### config.mk
export PLATFORM = sky130hd
export DESIGN_NAME = alu_seq_driver
export DESIGN_NICKNAME = d
export VERILOG_FILES = /design/src/rtl/alu_seq_driver.sv
export SDC_FILE = /design/constraint.sdc
export NUM_CORES = 1
export LEC_CHECK = 0
export ABC_CLOCK_PERIOD_IN_PS = 2100
export CORE_MARGIN = 3
export CORE_UTILIZATION = 45
export DETAILED_ROUTE_END_ITERATION = 6
export PLACE_DENSITY = 0.84
export REMOVE_ABC_BUFFERS = 1
export SLEW_MARGIN = 10
export SYNTH_ARGS = -nofsm -noshare
export SYNTH_HDL_FRONTEND = slang
export SYNTH_SLANG_ARGS = --single-unit
### constraint.sdc
create_clock -name clk -period 2.1 [get_ports clk]
set_input_delay 0.21 -clock clk [delete_from_list [all_inputs] [get_ports clk]]
set_output_delay 0.21 -clock clk [all_outputs]
set_load 0.05 [all_outputs]
### src/rtl/alu_seq_driver.sv
// alu_seq_driver: sweeps all 256 packed operand words {sel,B,A} into an
// external 3-bit ALU. Each word is held for SETTLE cycles and then the
// result is sampled once. Sampled results are folded into a 16-bit LFSR
// signature.
// Optional build macro ALU_SEQ_FMT_CHECK_EN adds a saturating counter.
// It counts result words whose reserved bits are nonzero. Without the
// macro, fmt_err_cnt is tied to zero.
module alu_seq_driver #(
  parameter int unsigned SETTLE = 2
) (
  input  logic        clk,
  input  logic        rst,
  input  logic        start,
  input  logic        abort,
  output logic [7:0]  op_out,
  output logic        op_valid,
  input  logic [7:0]  res_in,
  output logic        busy,
  output logic        done,
  output logic [15:0] sig_out,
  output logic [7:0]  fmt_err_cnt
);

  typedef enum logic [1:0] {IDLE, DRIVE, SAMPLE, FIN} state_t;

  // Result word layout: reserved bits around Y and Cout.
  typedef struct packed {
    logic [2:0] rsvd_hi;
    logic       cout;
    logic       rsvd_lo;
    logic [2:0] y;
  } res_t;

  localparam logic [3:0] WLAST = 4'(SETTLE - 1);

  state_t      state;
  logic [7:0]  idx;
  logic [3:0]  wcnt;
  logic [15:0] sig;
  res_t        res;
  logic        sweep_go;
  logic        smp_fire;

  assign res      = res_in;
  assign sig_out  = sig;
  // An accepted start is one that arrives in IDLE with abort low.
  assign sweep_go = (state == IDLE) && start && !abort;
  // SAMPLE only commits when abort is low. An abort here drops the sample.
  assign smp_fire = (state == SAMPLE) && !abort;

  function automatic logic [15:0] sig_step(input logic [15:0] s, input res_t r);
    logic fb;
    fb = s[15] ^ s[14] ^ s[12] ^ s[3];
    return {s[14:0], fb} ^ {11'b0, r.cout, 1'b0, r.y};
  endfunction

  // Sequencer FSM with registered operand, handshake and signature outputs.
  always_ff @(posedge clk) begin
    if (rst) begin
      state    <= IDLE;
      idx      <= 8'h00;
      wcnt     <= 4'h0;
      sig      <= 16'h0000;
      op_out   <= 8'h00;
      op_valid <= 1'b0;
      busy     <= 1'b0;
      done     <= 1'b0;
    end else begin
      done <= 1'b0;
      case (state)
        IDLE: begin
          if (sweep_go) begin
            idx      <= 8'h00;
            wcnt     <= 4'h0;
            sig      <= 16'h0000;
            op_out   <= 8'h00;
            op_valid <= 1'b1;
            busy     <= 1'b1;
            state    <= DRIVE;
          end
        end
        DRIVE: begin
          if (abort) begin
            wcnt     <= 4'h0;
            op_out   <= 8'h00;
            op_valid <= 1'b0;
            busy     <= 1'b0;
            state    <= IDLE;
          end else if (wcnt == WLAST) begin
            wcnt  <= 4'h0;
            state <= SAMPLE;
          end else begin
            wcnt <= wcnt + 4'h1;
          end
        end
        SAMPLE: begin
          if (abort) begin
            op_out   <= 8'h00;
            op_valid <= 1'b0;
            busy     <= 1'b0;
            state    <= IDLE;
          end else begin
            sig <= sig_step(sig, res);
            if (idx == 8'hFF) begin
              // Last vector: idx stays at FF, so the sweep never wraps.
              op_out   <= 8'h00;
              op_valid <= 1'b0;
              done     <= 1'b1;
              state    <= FIN;
            end else begin
              idx    <= idx + 8'h01;
              op_out <= idx + 8'h01;
              state  <= DRIVE;
            end
          end
        end
        FIN: begin
          busy  <= 1'b0;
          state <= IDLE;
        end
        default: state <= IDLE;
      endcase
    end
  end

`ifdef ALU_SEQ_FMT_CHECK_EN
  logic [7:0] fmt_cnt;

  // Count malformed result words. The count saturates and is cleared on an accepted start.
  always_ff @(posedge clk) begin
    if (rst)
      fmt_cnt <= 8'h00;
    else if (sweep_go)
      fmt_cnt <= 8'h00;
    else if (smp_fire && (|{res.rsvd_hi, res.rsvd_lo}) && (fmt_cnt != 8'hFF))
      fmt_cnt <= fmt_cnt + 8'h01;
  end

  assign fmt_err_cnt = fmt_cnt;
`else
  // Reserved result bits are deliberately ignored when the check is compiled out.
  logic unused_rsvd;
  assign unused_rsvd = ^{res.rsvd_hi, res.rsvd_lo, smp_fire};
  assign fmt_err_cnt = 8'h00;
`endif

endmodule

Word-level counts from Yosys, hierarchy flattened
Index checks and enable logic that the tools add are counted.
{"block": "totals", "out_inout_bits": 35, "mem_bits_rw": 0, "latch_bits": 0, "romBits": 0, "mem_count": 0, "input_bits": 12, "regBits": 41}
{"block": "op_classes", "mul": 0, "n_mux": 28, "shift": 0, "div_mod_pow": 0, "n_eq_ne": 12, "n_bitwise": 5, "n_reduce_logical": 16, "magnitude_cmp": 0, "add_sub_neg": 2}
{"operator": "$mux 8", "count": 6}
{"operator": "$mux 16", "count": 2}
{"operator": "$pmux 16 s2", "count": 1}
{"operator": "$pmux 8 s3", "count": 1}
{"operator": "$pmux 8 s2", "count": 1}
{"operator": "$xor 16x5->16", "count": 1}
{"operator": "$mux 4", "count": 3}
{"operator": "$mux 2", "count": 5}
{"operator": "$add 8x1->8 const B", "count": 1}
{"operator": "$eq 8x8->1 const B", "count": 1}
{"operator": "$ne 2x2->1 const B", "count": 4}
{"operator": "$pmux 2 s4", "count": 1}
{"operator": "$pmux 4 s2", "count": 1}
{"operator": "$reduce_and 4->1", "count": 2}
{"operator": "$pmux 1 s3", "count": 2}
{"operator": "$reduce_and 2->1", "count": 3}
{"operator": "$reduce_and 3->1", "count": 2}
{"operator": "$mux 1", "count": 5}
{"operator": "$add 4x1->4 const B", "count": 1}
{"operator": "$eq 2x2->1 const B", "count": 2}
{"operator": "$eq 4x1->1 const B", "count": 1}
{"operator": "$reduce_bool 2->1", "count": 2}
{"operator": "$ne 3x2->1 const B", "count": 1}
{"operator": "$ne 3x3->1 const B", "count": 1}
{"operator": "other kinds (10)", "count": 13}

Depth between registers and ports, before layout
{"block": "depth", "word_depth": 6, "depth_mapped": 9, "ltp_nobuf": 6}

Worst setup path before layout
Ideal clock, no wire load.
{"block": "synth_timing", "path_type": "register to register", "start": "register state[0]", "end": "register idx[5]", "n_path_buf": 2, "arrival_ps": 1595, "stages_incl_launch_ff": 9, "path_slack_ps": 389, "cell_sequence": "dfxtp_1 > inv_1 > ha_1 > buf_2 > and4_1 > a211oi_2 > buf_2 > nor3b_1 > a41o_1"}
{"block": "synth_via", "elab_chain_len": 5, "word_cells_on_any_way": 10, "classes_between": "eq/ne: 4; mux: 1; reduce/logical: 5"}
{"element": "start, declared", "line_no": "36", "source": "state_t state;"}
{"element": "start signal, assigned", "line_no": "60", "source": "state <= IDLE;"}
{"element": "start signal, assigned", "line_no": "79", "source": "state <= DRIVE;"}
{"element": "start signal, assigned", "line_no": "88", "source": "state <= IDLE;"}
{"element": "$logic_not 2->1", "line_no": "47, 70"}
{"element": "$logic_and 1x1->1 (2 in series)", "line_no": "47", "source": "assign sweep_go = (state == IDLE) && start && !abort;"}
{"element": "$ne 2x2->1 (no line)"}
{"element": "$reduce_and 4->1 (no line)"}
{"element": "end signal, assigned", "line_no": "111", "source": "idx <= idx + 8'h01;"}
{"element": "end, declared", "line_no": "37", "source": "logic [7:0] idx;"}
Several ways; a longest one is shown, not always the timed one.
A chain may end at the register's enable or synchronous reset.

Worst setup path in the final report
{"block": "layout_timing", "start": "register state[0]", "end": "register sig[5], in the netlist sig_out[5]"}
{"block": "layout_via", "elab_chain_len": 5, "word_cells_on_any_way": 9, "classes_between": "eq/ne: 3; mux: 1; reduce/logical: 5"}
{"element": "$logic_not 2->1", "line_no": "47, 70"}
{"element": "$logic_and 1x1->1 (2 in series)", "line_no": "47"}
{"element": "$ne 2x2->1 (no line)"}
{"element": "$reduce_and 3->1 (no line)"}
{"element": "end signal, assigned", "line_no": "103", "source": "sig <= sig_step(sig, res);"}
{"element": "end, declared", "line_no": "39", "source": "logic [15:0] sig;"}
Several ways; a longest one is shown, not always the timed one.

==> results.md <==
- After synthesis, the netlist uses between 40 and 50 different library cells.
- Cells with a size suffix above 1 make up ~8.6% of the layout.
- The area share of xor/xnor cells in the synthesized design is around 5.7%.
- The final-report hold violation count is 0.
- Power spread over the standard cell area amounts to 668 nW/um2.
- The analysis attributes to cell leakage a power of a little over 0.9 nW.
- In the final layout, the multi-input gates occupy about 1100 um2.
- Max-cap violations in this run came to 0.
- The die is ~74 um tall.
- In this run the tool buffered the top-level ports with 34 buffer cells.
- The number of design rule violations left after detail routing is 0.
- The minimum clock period is between 1500 and 2000 ps.
- The run finished with clean final reports.
- The tree built by TritonCTS fans out to 41 sinks.
- The first detailed-routing pass took 7 iterations.
- A synthesized cell averages roughly 8.5 um2.
- Counting the buffers created by CTS gives 5.
- Leaving out fill and tap cells, the most frequent cell in the layout is sky130_fd_sc_hd__dfxtp_1.
- Among all flip-flop cells after synthesis, the most frequent one is sky130_fd_sc_hd__dfxtp_1.
- The area of the die is around 5400 um2.
- The global-route wire length before repair is roughly 7300 um.
- The area share of the largest cell type after synthesis is 39.7%.
- The share of the Yosys chip area taken by registers is 39.7%.
- The worst hold path was traced through 2 stages.
- The library cell with the largest summed area after synthesis is sky130_fd_sc_hd__dfxtp_1.
- In the post-synthesis netlist, the biggest area contributors are sky130_fd_sc_hd__dfxtp_1 40%, sky130_fd_sc_hd__a21oi_1 7.5%, sky130_fd_sc_hd__nand3_1 6.0%.
- The final core utilization is between 50% and 60%.
- The critical path class is flip-flop to flip-flop.
- In the layout the commonest cells are 41 x sky130_fd_sc_hd__dfxtp_1, 34 x sky130_fd_sc_hd__clkdlybuf4s50_1, 31 x sky130_fd_sc_hd__a21oi_1.
- For this block, the via count after detailed routing is roughly 1800.
- The number of filler instances in the final layout is between 300 and 400.
- After synthesis, the largest family of logic cells by area is simple AND/OR/NAND/NOR gates.
- The deepest clock path buffer count is 2.
- The highest fanout seen on the critical path is 16.
- The layer with the highest usage is met2.
- The horizontal die dimension is about 74 um.
- The total number of placement rows is 24.
- The post-synthesis instance area is 2070 um2.
- The per-cell routed wire length is 13.3 um.
- The core region is 4380 um2.
- The peak ir drop on the vdd network is 453 uV.
- The number of endpoints failing setup at the final stage is 0.
- The worst setup timing slack at the placement stage is roughly 180 ps.
- For the pin with the worst max-slew slack, the measured transition is approximately 510 ps.
- The number of global-route vias before repair came to around 1600.
- The sum of routed wire length over all layers is roughly 4400 um.
- Dividing the final minimum period by the clock period gives between 90 and 100%.
- The worst slew margin relative to its limit is 65.1%.
- The total count of max-transition violations in the final report was 0.
- The routing usage on met1 is 21.9%.
- The area added between synthesis and finish is 23.4%.
- The setup TNS is 0 ps.
- In this run the worst hold path is classified as flip-flop to flip-flop.
- Setup repair after global routing left no endpoint under its margin.
- The per-cell via count in the routed design is roughly 5.5.
- After Yosys synthesis, full adders, half adders and majority gates account for about 4.2% of the synthesized area.
- The initial antenna violation count is 0.
- After clock tree synthesis, the clock-pin slew on the worst setup and hold paths is 90 ps.
- The detail route stage leaves a number of antenna-violating nets equal to 0.
- Post-CTS timing repair inserted 0 buffers for setup.
- The number of buffers inserted for hold repair after clock tree synthesis is 0.
- The instance count of the mapped netlist is around 240.
- The TritonCTS clock tree is yes.
- The quantity of gates resized following cts is 0.
- The post-synthesis compound-gate area fraction is approximately 15%.
- On the final layout, the worst clock skew is around 9.6 ps.
- The I/O pin count is between 40 and 50.
- The count of antenna diodes in the layout is 0.
- Summing all flip-flop and latch instances after layout gives ~820 um2.
- The fraction of met2 tracks used by global routing is 27.3%.
- The type of destination of the critical path is a flip-flop.
- The type of element launching the critical path is a flip-flop.
- Summed over all layers, the global routing overflow is 0.
- The total half-perimeter wirelength after legalization and detailed placement is ~3100 um.
- The simple-gate share of the synthesized area is about a quarter.
- The later pin in the worst-skew pair is clocked with a latency of 300 ps.
- The mux share of post-synthesis cell area is around 2.1%.
- The final RePlAce weighted congestion is 0.816.
- The synthesis-stage register bit count is just over 40.
- STA puts the critical path data required time at 2330 ps.
- The number of cells on the worst reg-to-reg path is 7.
- STA puts the critical path data arrival time at approximately 2200 ps.
- The number of levels the H-tree was split into is 2.
- Global routing consumed, over all layers together, between 10% and 20% of the routing resources.
- Once the floorplan was initialized, standard cells occupied 47.2% of the core.
- The top achievable clock speed is ~0.52 GHz.
- Across all setup checks in the final design, the least slack found is about 160 ps.
- The root buffer cell chosen for the clock tree is sky130_fd_sc_hd__clkbuf_8.
- In the final design database the tool counted between 200 and 300 nets.
- The number of warnings printed during yosys synthesis is 0.
- In this run, synthesis inferred 0 flip-flops with an integrated enable.
- In the synthesized netlist the async set-or-reset flop fraction comes to 0%.
- The pin count of the biggest net entering global routing is 18.
- The number of DRC violations after detailed-routing iteration 0 is 103.
- In the global route stage, met3 resource usage came out at under 10%.
## where the power goes
group,switching [mW],total [mW],internal [mW]
Combinational,0.164,0.246,0.0818
Clock,0.283,0.669,0.387
Sequential,0.00593,0.792,0.786
Total,0.453,1.71,1.25
## cells by family after synthesis
family | after synthesis
other cells | 1
mux | 3
buf+inv | 31
simple gates | 97
xor+xnor | 12
flops | 41
fa+ha+maj | 7
compound gates | 51
## per-stage QoR
step / hold slack (ps) / std cells / power, mW / cell area, um2
final: 455 / 330 / 1.71 / 2550
after global routing: 484 / 330 / 1.77 / 2550
after global placement: 441 / 322 / 1.05 / 2430
after floorplan: 279 / 226 / 0.967 / 1950
after CTS: 458 / 330 / 1.72 / 2550
after detailed placement: 446 / 322 / 1.05 / 2430
## cells in the mapped netlist, drive strengths merged, types with 3 or more instances
library cell / instances
buf: 19
mux2i: 3
a21oi: 31
a211oi: 3
ha: 7
nand3: 25
nand4: 4
or3: 4
xor2: 4
xnor2: 7
dfxtp: 41
inv: 6
and3: 3
nand2: 27
o21ai: 5
nor2: 10
nor4b: 3
clkbuf: 5
nand2b: 8
## final timing paths
kind                            startpoint         end  slack (ps)
worst max-delay path              state[0]  sig_out[5]         160
worst min-delay path             op_out[2]   op_out[2]         450
worst max register to register    state[0]  sig_out[5]         160
worst min register to register   op_out[2]   op_out[2]         450
## worst max-delay path, cell delays in order (launching register included)
cell and delay (ps):
sky130_fd_sc_hd__dfxtp_1 340, sky130_fd_sc_hd__inv_1 110, sky130_fd_sc_hd__ha_1 410, sky130_fd_sc_hd__mux2i_4 450, sky130_fd_sc_hd__or2_1 150, sky130_fd_sc_hd__buf_4 200, sky130_fd_sc_hd__nand2_1 90, sky130_fd_sc_hd__a21oi_1 140
## registers in the layout (all words and copies together) (netlist names)
name      count
done          1
idx           8
sig_out      16
op_valid      1
wcnt          4
state         2
op_out        8
busy          1
## final cells by class
cell class | instances | area share, %
Sequential cell | 41 | 32.1
Multi-Input combinational cell | 178 | 43.3
Timing Repair Buffer | 44 | 16.3
Tap cell | 52 | 2.55
Clock inverter | 2 | 1.47
Clock buffer | 6 | 3.23
Inverter | 7 | 1.03
## metal layers
| layer | routed length [um] | part of all wire, % | vias up |
|---|---|---|---|
| li1 | - | - | 897 |
| met1 | 1910 | 44 | 849 |
| met2 | 2110 | 48 | 60 |
| met3 | 318 | 7.3 | 7 |
| met4 | 50 | 1.1 | 0 |
| met5 | 0 | 0 | - |
No activity file was read; power rests on OpenSTA's default activity.
